--- config.mk ---
export PLATFORM = sky130hd
export DESIGN_NAME = sum_arb_ctrl
export DESIGN_NICKNAME = d
export VERILOG_FILES = /design/src/rtl/sum_arb_ctrl.sv
export SDC_FILE = /design/constraint.sdc
export NUM_CORES = 1
export LEC_CHECK = 0
export BUFFER_PORTS_ARGS = -buffer_cell sky130_fd_sc_hd__buf_2
export CAP_MARGIN = 20
export CORE_ASPECT_RATIO = 0.5
export CORE_MARGIN = 2
export CORE_UTILIZATION = 50
export DETAILED_ROUTE_END_ITERATION = 16
export PLACE_DENSITY = 0.78
export REMOVE_ABC_BUFFERS = 1
export SYNTH_ARGS = -nofsm -noshare
export SYNTH_HDL_FRONTEND = slang
export SYNTH_SLANG_ARGS = --single-unit
--- constraint.sdc ---
create_clock -name clk -period 5.6 [get_ports clk]
set_input_delay 0.84 -clock clk [delete_from_list [all_inputs] [get_ports clk]]
set_output_delay 0.84 -clock clk [all_outputs]
set_load 0.05 [all_outputs]
--- src/rtl/sum_arb_ctrl.sv ---
// Two-requester round-robin arbiter feeding a per-channel sliding-window adder (window 1..4).
// Defining SUM_FLUSH_EN adds a 2-bit flush input that zeroes a channel's sample history.
module sum_arb_ctrl #(
    parameter int DW = 8,
    parameter int OW = DW + 3
) (
    input  logic          clk,
    input  logic          reset,
    input  logic          a_valid,
    input  logic [DW-1:0] a_data,
    output logic          a_ready,
    input  logic          b_valid,
    input  logic [DW-1:0] b_data,
    output logic          b_ready,
    input  logic [1:0]    win_len,
`ifdef SUM_FLUSH_EN
    input  logic [1:0]    flush,
`endif
    output logic [OW-1:0] out,
    output logic          out_ch,
    output logic          out_valid,
    input  logic          out_ready
);

    typedef enum logic [1:0] {
        IDLE = 2'd0,
        SUM  = 2'd1,
        OUT  = 2'd2
    } state_t;

    state_t              state_q, state_d;
    logic [DW-1:0]       sample_q, sample_d;
    logic                ch_q, ch_d;
    logic [1:0]          len_q, len_d;
    logic [OW-1:0]       out_q, out_d;
    logic                out_ch_q, out_ch_d;
    logic                out_valid_q, out_valid_d;
    logic                last_q, last_d;

    logic [1:0]          flush_w;
    logic                grant_a;
    logic                grant_b;
    logic [1:0][2:0][DW-1:0] hist_all;
    logic [2:0][DW-1:0]  hist_sel;
    logic [OW-1:0]       window_sum;

`ifdef SUM_FLUSH_EN
    assign flush_w = flush;
`else
    assign flush_w = 2'b00;
`endif

    // last_q = 1 means B was served last, so A wins the next tie.
    assign grant_b = b_valid && (!a_valid || !last_q);
    assign grant_a = a_valid && !grant_b;

    // Per-channel history, index 0 is the newest sample.
    genvar gi;
    generate
        for (gi = 0; gi < 2; gi++) begin : g_hist
            logic [2:0][DW-1:0] hist_q, hist_d;

            always_comb begin
                hist_d = hist_q;
                if (flush_w[gi]) begin
                    hist_d = '0;
                end
                if (state_q == SUM && ch_q == 1'(gi)) begin
                    hist_d = {hist_d[1:0], sample_q};
                end
            end

            always_ff @(posedge clk) begin
                if (!reset) begin
                    hist_q <= '0;
                end else begin
                    hist_q <= hist_d;
                end
            end

            assign hist_all[gi] = hist_q;
        end
    endgenerate

    // A flush landing on the summing edge takes effect before the add.
    always_comb begin
        hist_sel   = flush_w[ch_q] ? '0 : hist_all[ch_q];
        window_sum = OW'(sample_q);
        if (len_q != 2'd1) begin
            window_sum = window_sum + OW'(hist_sel[0]);
        end
        if (len_q == 2'd0 || len_q == 2'd3) begin
            window_sum = window_sum + OW'(hist_sel[1]);
        end
        if (len_q == 2'd0) begin
            window_sum = window_sum + OW'(hist_sel[2]);
        end
    end

    always_comb begin
        state_d     = state_q;
        sample_d    = sample_q;
        ch_d        = ch_q;
        len_d       = len_q;
        out_d       = out_q;
        out_ch_d    = out_ch_q;
        out_valid_d = 1'b0;
        last_d      = last_q;
        a_ready     = 1'b0;
        b_ready     = 1'b0;

        case (state_q)
            IDLE: begin
                if (reset) begin
                    a_ready = grant_a;
                    b_ready = grant_b;
                end
                if (grant_a || grant_b) begin
                    state_d  = SUM;
                    sample_d = grant_b ? b_data : a_data;
                    ch_d     = grant_b;
                    len_d    = win_len;
                    last_d   = grant_b;
                end
            end
            SUM: begin
                out_d       = window_sum;
                out_ch_d    = ch_q;
                out_valid_d = 1'b1;
                state_d     = OUT;
            end
            OUT: begin
                out_valid_d = 1'b1;
                if (out_ready) begin
                    out_valid_d = 1'b0;
                    state_d     = IDLE;
                end
            end
            default: begin
                state_d = IDLE;
            end
        endcase
    end

    always_ff @(posedge clk) begin
        if (!reset) begin
            state_q     <= IDLE;
            sample_q    <= '0;
            ch_q        <= 1'b0;
            len_q       <= 2'd0;
            out_q       <= '0;
            out_ch_q    <= 1'b0;
            out_valid_q <= 1'b0;
            last_q      <= 1'b1;
        end else begin
            state_q     <= state_d;
            sample_q    <= sample_d;
            ch_q        <= ch_d;
            len_q       <= len_d;
            out_q       <= out_d;
            out_ch_q    <= out_ch_d;
            out_valid_q <= out_valid_d;
            last_q      <= last_d;
        end
    end

    assign out       = out_q;
    assign out_ch    = out_ch_q;
    assign out_valid = out_valid_q;

endmodule
==> summary.txt <==
Status
  – Status: completed

Cells and area
  – ANT cells: 0
  – Non-Filler Instances: 677
  – # nets final: 610
  – Area Growth Syn to Fin: 13.6%
  – Layout cells sized above 1: 16.6%
  – FILL cells: 732
  – Cell area after layout: 0.00497 mm²

Timing
  – Fmax: 208 MHz
  – RSZ-0062 raised after global routing: false
  – Period utilization: 85.7%
  – Final Hold Violating Endpoints: 0
  – Final setup violation count: 0
  – Clock skew: 5.17 ps
  – Worst-Margin Slew: 1030 ps
  – Setup TNS Final: 0 ps
  – Post-layout min period: 4800 ps
  – Max-slew violations: 0
  – Relative slew slack: 31.3%
  – WHS: 452 ps

Logic synthesis
  – #FFs+latches synth: 75
  – Post-synth EDFFs: 0
  – Area leader, netlist: dfxtp_1
  – Area contributors post-synth: dfxtp_1 (34%), nand2_1 (10%), ha_1 (8.3%), a21oi_1 (7.7%), mux2_2 (6.7%)
  – Sequential-to-total area share from yosys stat: 34.3%
  – Cell count after synthesis: 533
  – Synth unique cells: 51
  – Post-synth top cells: nand2_1 (118), dfxtp_1 (75), a21oi_1 (67)
  – Synth async-reset ratio: 0%
  – Share of the synthesized area in the top cell type: 34.3%
  – Ys Warns: 0
  – Most common cell in the netlist: nand2_1
  – Predominant post-synthesis flop cell: dfxtp_1
  – Post-synthesis cell area: 0.00438 mm²
  – Mapped Avg Cell Area: 8.22 µm²

Power and ir drop
  – Design Power: 1610 µW
  – PD cells: 323 mW/mm²
  – Max rail drop VDD: 0.241 mV
  – Static power due to leakage: 0.00208 µW

Min path
  – Hold crit path type: reg2reg

Worst setup path
  – Setup crit end kind: flop
  – Crit path DAT: 5000 ps
  – CP max-delay cell: mux2_2
  – Crit path max-delay family: compound AO/OA/AOI/OAI gates
  – Element type at the critical path start: flop
  – Cell mode on critical path: ha_1
  – Max stage delay on crit path: 410 ps
  – Crit-path max FO: 28
  – Critical path, cell by cell: buf_4 > mux2_2 > ha_1 > a211oi_1 > o21bai_1 > a211o_1 > a41o_1 > ha_1 > o21ai_0 > o21ba_1 > a21oi_1 > mux2_2 > ha_1 > o21a_1 > o31ai_1 > a21oi_1 > xor3_1 > mux2i_1 > nor2_1
  – WP buf/inv: 1
  – Required @ worst endpoint: 5810 ps
  – Crit Path Class: reg2reg

Die
  – DIE WIDTH: 136 µm
  – # rows: 24
  – Core area: 0.00862 mm²
  – Initial Util: 50.8%
  – Total I/O pin count: 38
  – Die area: 0.00957 mm²
  – Die Span Y: 70.2 µm

Global route
  – Vias in the first global route: 3540
  – First-pass GRT wire length: 16400 µm
  – Largest net degree at the start of global routing: 37
  – Global Route Usage Sum: 21.9%
  – GRT overflow: 0
  – Antenna violations before repair: 1

Clocking
  – Clock transition at path regs: 60 ps
  – Root Buffer Master: clkbuf_16
  – Postcts setup bufs: 0
  – Hold buffers post-CTS: 0
  – CTS Buf Count: 9
  – Worst skew pair latency: 340 ps
  – CTS tree: yes
  – Post_cts resized: 0
  – Max clock buf depth: 2
  – CTS Sinks: 75
  – H-Tree Depth: 3

Routing
  – Vias per cell: 5.50
  – Vias: 3724
  – WL final: 9710 µm
  – DRC violations left: 0
  – DR iter-0 viols: 182
  – DRT antenna net count: 0
  – DR WL/cell: 14.3 µm
  – DRT Pass-1 Iters: 4

Placement
  – Port buffer count: 37
  – Placed Instance Area: 0.00465 mm²
  – GP Congestion: 0.849
  – Placed Instances: 661
  – Detailed Place HPWL: 6820 µm

Job
  – MaxCap Viol Count: 0
-- metal layers --
layer	vias to the layer above	global-route usage, %	wire length (µm)
li1	1907	-	-
met1	1739	29.0	4840
met2	64	33.9	4270
met3	14	6.17	426
met4	0	8.10	169
met5	-	0	0
-- placed cells by master, fill, tap and decap left out, types with 3 or more instances in the layout --
master     count
nand2b_1       6
ha_1          29
o21ai_0       12
o22ai_1        3
o21ai_1        4
a21o_1         5
nand3_1        4
nor2_1        32
dfxtp_1       75
o21bai_1       5
buf_4          5
clkbuf_16      9
nor2b_1        6
fa_1           3
o31ai_1        4
a211oi_1      19
nand2_1      118
xnor2_1        6
mux2i_1       19
and2_1         4
mux2_2        26
o21a_1         4
inv_1         14
o211ai_1       3
a21oi_1       67
buf_2         37
-- where the power goes --
| group | leakage (µW) | total (µW) | internal [µW] | switching [µW] |
|---|---|---|---|---|
| Sequential | 0.000609 | 585 | 562 | 23.0 |
| Combinational | 0.00131 | 387 | 147 | 240 |
| Clock | 0.000159 | 634 | 414 | 220 |
| Total | 0.00208 | 1610 | 1120 | 483 |
-- cell type report --
type                            count  area, µm²  share of cell area, %
Clock buffer                       12        256                   5.16
Timing Repair Buffer               43        243                   4.88
Clock inverter                      4       72.6                   1.46
Multi-Input combinational cell    411       2700                   54.3
Tap cell                          117        146                   2.94
Inverter                           15       56.3                   1.13
Sequential cell                    75       1500                   30.2
-- cells by family (layout without fill, tap and decap cells) --
kind of cell	Yosys count	after routing	share of synthesized area, %
muxes	45	45	11.0
buffers and inverters	47	74	4.09
xor gates and xnor gates	9	9	2.14
and+or+nand+nor	179	179	17.0
adders and majority gates	32	32	9.66
AOI/OAI and AO/OA	146	146	21.8
DFF	75	75	34.3
-- state kept, by name, indices dropped and copies added, names as in the netlist --
register	flops
g_hist.hist_q	48
out	11
sample_q	8
len_q	2
state_q	2
ch_q	1
last_q	1
out_ch	1
out_valid	1
-- through the flow --
step | worst slack, ps | util, %
after detailed placement | 920 | 53.9
final | 803 | 57.7
after CTS | 823 | 57.7
after floorplan | 786 | -
after global routing | 464 | 57.7
after global placement | 992 | 53.7
-- worst paths after layout --
path | from | to | slack (ps) | depth (start not counted)
worst max-delay path | ch_q | out[8] | 800 | 19
worst max register to register | ch_q | out[8] | 800 | 19
worst min-delay path | g_hist[1].hist_q[22] | g_hist[1].hist_q[22] | 450 | 2
worst min register to register | g_hist[1].hist_q[22] | g_hist[1].hist_q[22] | 450 | 2
-- tightest hold or removal path, stage by stage, from the launching register on --
cell and delay (ps):
dfxtp_1 300, nand2_1 50, a21oi_1 50
(Power assumes the default switching activity.)
